File: src/rtl/demux_pkg.sv
// ============================================================================
// demux_pkg : shared widths and channel-select encoding for demux_32bit_1to2
// Revision  : 1.0
// ============================================================================
`default_nettype none

package demux_pkg;
    localparam int   DATA_W = 32;
    localparam int   CNT_W  = 16;
    localparam logic CH0    = 1'b0;
    localparam logic CH1    = 1'b1;
endpackage

`default_nettype wire

File: src/rtl/demux_slot.sv
// ============================================================================
// demux_slot : one-entry output register with valid/ready and drain counter
// Revision   : 1.0
// ============================================================================
`default_nettype none

module demux_slot
    import demux_pkg::*;
#(
    parameter int W  = DATA_W,
    parameter int CW = CNT_W
) (
    input  logic          clk,
    input  logic          rst_n,
    input  logic          load,
    input  logic [W-1:0]  d,
    output logic          valid,
    input  logic          ready,
    output logic [W-1:0]  q,
    input  logic          clear_cnt,
    output logic [CW-1:0] cnt
);

    logic          valid_q, valid_d;
    logic [W-1:0]  data_q,  data_d;
    logic [CW-1:0] cnt_q,   cnt_d;
    logic          w_drain;

    assign w_drain = valid_q && ready;

    always_comb begin
        valid_d = valid_q;
        data_d  = data_q;
        cnt_d   = cnt_q;
        // A load in the drain cycle overwrites the slot, so no bubble appears.
        if (load) begin
            valid_d = 1'b1;
            data_d  = d;
        end else if (w_drain) begin
            valid_d = 1'b0;
        end
        if (clear_cnt) begin
            cnt_d = '0;
        end else if (w_drain && (cnt_q != {CW{1'b1}})) begin
            cnt_d = cnt_q + 1'b1;
        end
    end

    always_ff @(posedge clk) begin
        if (!rst_n) begin
            valid_q <= 1'b0;
            data_q  <= '0;
            cnt_q   <= '0;
        end else begin
            valid_q <= valid_d;
            data_q  <= data_d;
            cnt_q   <= cnt_d;
        end
    end

    assign valid = valid_q;
    assign q     = data_q;
    assign cnt   = cnt_q;

endmodule

`default_nettype wire

File: src/rtl/demux_32bit_1to2.sv
// ============================================================================
// demux_32bit_1to2 : registered 1-to-2 stream demultiplexer with per-channel
//                    transfer counters
// Revision         : 1.0
// ============================================================================
`default_nettype none

module demux_32bit_1to2 #(
    parameter int WIDTH = demux_pkg::DATA_W,
    parameter int CNT_W = demux_pkg::CNT_W
) (
    input  logic             clk,
    input  logic             rst_n,
    input  logic [WIDTH-1:0] in_data,
    input  logic             in_sel,
    input  logic             in_valid,
    output logic             in_ready,
    output logic [WIDTH-1:0] out0_data,
    output logic             out0_valid,
    input  logic             out0_ready,
    output logic [WIDTH-1:0] out1_data,
    output logic             out1_valid,
    input  logic             out1_ready,
    output logic [CNT_W-1:0] cnt0,
    output logic [CNT_W-1:0] cnt1,
    input  logic             clear_cnt
);
    import demux_pkg::*;

    logic w_tgt_valid;
    logic w_tgt_ready;
    logic w_accept;
    logic w_load0;
    logic w_load1;

    // Only the addressed slot decides whether the word can be taken.
    assign w_tgt_valid = (in_sel == CH1) ? out1_valid : out0_valid;
    assign w_tgt_ready = (in_sel == CH1) ? out1_ready : out0_ready;
    assign in_ready    = !w_tgt_valid || w_tgt_ready;
    assign w_accept    = in_valid && in_ready;
    assign w_load0     = w_accept && (in_sel == CH0);
    assign w_load1     = w_accept && (in_sel == CH1);

    demux_slot #(.W(WIDTH), .CW(CNT_W)) u_slot0 (
        .clk       (clk),
        .rst_n     (rst_n),
        .load      (w_load0),
        .d         (in_data),
        .valid     (out0_valid),
        .ready     (out0_ready),
        .q         (out0_data),
        .clear_cnt (clear_cnt),
        .cnt       (cnt0)
    );

    demux_slot #(.W(WIDTH), .CW(CNT_W)) u_slot1 (
        .clk       (clk),
        .rst_n     (rst_n),
        .load      (w_load1),
        .d         (in_data),
        .valid     (out1_valid),
        .ready     (out1_ready),
        .q         (out1_data),
        .clear_cnt (clear_cnt),
        .cnt       (cnt1)
    );

endmodule

`default_nettype wire
File: config.mk
export PLATFORM = sky130hd
export DESIGN_NAME = demux_32bit_1to2
export DESIGN_NICKNAME = d
export VERILOG_FILES = /design/src/rtl/demux_pkg.sv /design/src/rtl/demux_slot.sv /design/src/rtl/demux_32bit_1to2.sv
export SDC_FILE = /design/constraint.sdc
export NUM_CORES = 1
export LEC_CHECK = 0
export CORE_MARGIN = 10
export CORE_UTILIZATION = 30
export DETAILED_ROUTE_END_ITERATION = 10
export PLACE_DENSITY = 0.57
export SETUP_SLACK_MARGIN = 0.2
export SYNTH_ARGS = -nofsm -noshare
export SYNTH_HDL_FRONTEND = slang
export SYNTH_HIERARCHICAL = 1
export SYNTH_SLANG_ARGS = --single-unit
File: constraint.sdc
create_clock -name clk -period 3.75 [get_ports clk]
set_input_delay 0.75 -clock clk [delete_from_list [all_inputs] [get_ports clk]]
set_output_delay 0.75 -clock clk [all_outputs]
set_load 0.02 [all_outputs]
==> qor.yml <==
status: "complete, no violations"
setup_violations: 0
synth-xor-area-share_pct: 0
relSlewSlack_pct: 34.5
hold_path.class: "reg -> reg"
critical_path.endpoint_type: "primary output"
final_max_slew_viol_count: 0
antennaDiodeCount: 0
synthCells: 427
dr.pass1.iters: 4
clockBufferDepth: 2
gp_congestion: 0.745
post_drt_via_cell_ratio: 4.94
routedWlPerCell_um: 16.5
cts_htree_levels: 3
num_vias: 3660
synth-adder-area-share_pct: 0.588
wl_um: 12200
final_nets: 597
synth.largest_area_cell: "dfxtp_1"
dieArea_sq_um: 19400
instances_no_fill: 741
grt_usage_pct: 12.2
r2r_start: "u_slot0/cnt[0]$_SDFFE_PP0P_"
tightest_slew_ps: 974
cp-start-kind: "primary input"
synth_edf_count: 0
core_sq_um: 13900
final_area_sq_um: 6130
fp.dieW_um: 139
yosys_warnings: 6
drc_errors: 0
synth-compound-area-share_pct: 9.72
cts_tree: "built"
nFillCells: 1349
holdCritStartpoint: "u_slot0/q[26]$_SDFFE_PN0P_"
cts_resized: 0
drtIter0Drc: 178
syn_area_sq_um: 4260
cp_slowest_cell: "clkdlybuf4s50_1"
drive_gt1_share_pct: 5.17
postSynth.asyncResetShare_pct: 0
numCtsBuffers: 9
powerDensity_nw_per_um2: 393
synth_top_area_share_pct: 46.1
synth.area.mux_share_pct: 15.0
grt-ovfl-total: 0
clock_sinks: 98
hold_viol: 0
synthTopCellsByArea: "dfxtp_1 (46%), mux2i_1 (15%), nor2b_1 (10%)"
yosys_register_bits: 98
io_pins: 138
grt_pass1_vias: 3680
p_leak_nw: 2.09
fin_crit_ps: 3070
path_cells: "clkdlybuf4s50_1, inv_1, a31oi_1, clkdlybuf4s50_1"
antenna_found_initial: 1
maxCapViolCount: 0
die_h_um: 139
dpl_cell_area_sq_um: 5800
max_stage_delay_ps: 630
syn_nets: 468
antenna_left: 0
io_buffers: 137
grt_pass1_wl_um: 19500
timing.final.crit_share_pct: 81.8
place_ws_ps: 670
insertion_delay_ps: 350
final.setup.tns_ps: 0
fin_ws_ps: 682
placementRows: 43
cts.clk_slew.worst_paths_ps: 70
rsz0062_at_grt: "false"
critPathArrivalTime_ps: 2320
post_cts_buffers: 0
postSynthAreaPerCell_sq_um: 9.97
synth_simple_gate_area_share_pct: 26.1
fin_skew_ps: 8.19
syn_to_final_growth_pct: 43.9
hpwl_um: 8670
crit_required_ps: 3000
fmax_mhz: 326
synth_top_family_by_area: "simple AND/OR/NAND/NOR gates"
hold_buffers: 0
yosysSeqAreaShare_pct: 46.1
yosysUniqueCellTypes: 33
crit_start: "out1_ready"
dp.cells: 725
cp_max_fo: 6
cts-root-buf: "clkbuf_16"
fin_hold_ws_ps: 517
synthFlopType: "dfxtp_1"
grt_max_degree: 67
cp_common_cell: "clkdlybuf4s50_1"
ir_worst_vdd_v: 0.000179
start_util_pct: 30.7
path_class: "in -> out"
cell type report:
type | count | area (sq um) | area share [%]
inverters | 3 | 11.3 | 0.184
flip-flops and latches | 98 | 1960 | 32.0
clock buffers | 11 | 243 | 3.96
well taps | 180 | 225 | 3.68
clock inverters | 5 | 86.3 | 1.41
multi-input cells | 304 | 2210 | 36.1
repair buffers | 140 | 1390 | 22.7
worst paths after layout:
kind,end,slack [ps],depth (start not counted)
setup / recovery,in_ready,680,4
hold reg to reg,u_slot0/q[26]$_SDFFE_PN0P_,520,2
hold / removal,u_slot0/q[26]$_SDFFE_PN0P_,520,2
setup reg to reg,u_slot0/cnt[9]$_SDFFE_PP0P_,1690,5
cell families (layout without fill, tap and decap cells):
kind of cell / Yosys count / after routing
buf+inv: 25 / 159
flops: 98 / 98
simple gates: 170 / 170
fa+ha+maj: 2 / 2
mux: 64 / 64
compound gates: 68 / 68
flip-flops by register name, indices dropped and copies added (netlist names):
register       count
u_slot0/cnt       16
u_slot1/q         32
u_slot0/q         32
u_slot1/cnt       16
u_slot1/valid      1
u_slot0/valid      1
per-stage QoR:
stage               power, W  util [%]
finish               0.00241      44.1
global route         0.00250      44.1
CTS                  0.00245      44.1
detailed placement   0.00141      41.8
global placement     0.00141      41.8
floorplan            0.00126         -
cell usage in the layout (no fill, tap or decap), types with 8 or more instances in the layout:
master,Yosys,routed
clkbuf_16,0,9
dfxtp_1,98,98
nor2b_1,69,69
o21ai_0,12,12
or4_1,18,18
nand3_1,12,12
a21oi_1,27,26
nand2_1,15,15
mux2i_1,64,64
clkdlybuf4s50_1,0,136
or3_1,8,8
o31ai_1,14,14
nand4_1,12,12
power by group:
| part | internal (W) | leakage [nW] | switching (W) |
|---|---|---|---|
| clock | 0.000608 | 0.160 | 0.000418 |
| combinational | 0.000149 | 1.13 | 0.000138 |
| sequential | 0.00108 | 0.797 | 0.0000207 |
synth_stat cells (3+ instances only):
cell type  number
dfxtp_1        98
nor4_1          6
nand4_1        12
nand2_1        15
clkbuf_1       14
o21a_1          6
nor2b_1        69
or4_1          18
and2_1          6
and3_1          6
nand3_1        12
inv_1           3
o21ai_0        12
mux2i_1        64
or3_1           8
o31ai_1        14
a31oi_1         5
buf_2           6
a21oi_1        27
routing by layer:
| metal | global-route usage (%) | share of wire [%] | wire, um | vias to the layer above |
|---|---|---|---|---|
| met5 | 0 | 0.15 | 18 | - |
| met4 | 4.94 | 1.3 | 161 | 2 |
| met3 | 7.33 | 12 | 1520 | 12 |
| met2 | 17.7 | 44 | 5360 | 112 |
| met1 | 14.2 | 42 | 5140 | 1719 |
| li1 | - | - | - | 1815 |
worst max-delay path: cells and delay by family:
kind	cells	cell delay (ps)
buffers and inverters	3	1370
AOI/OAI and AO/OA	1	190
Note: power is estimated with default switching activity, not from simulation.
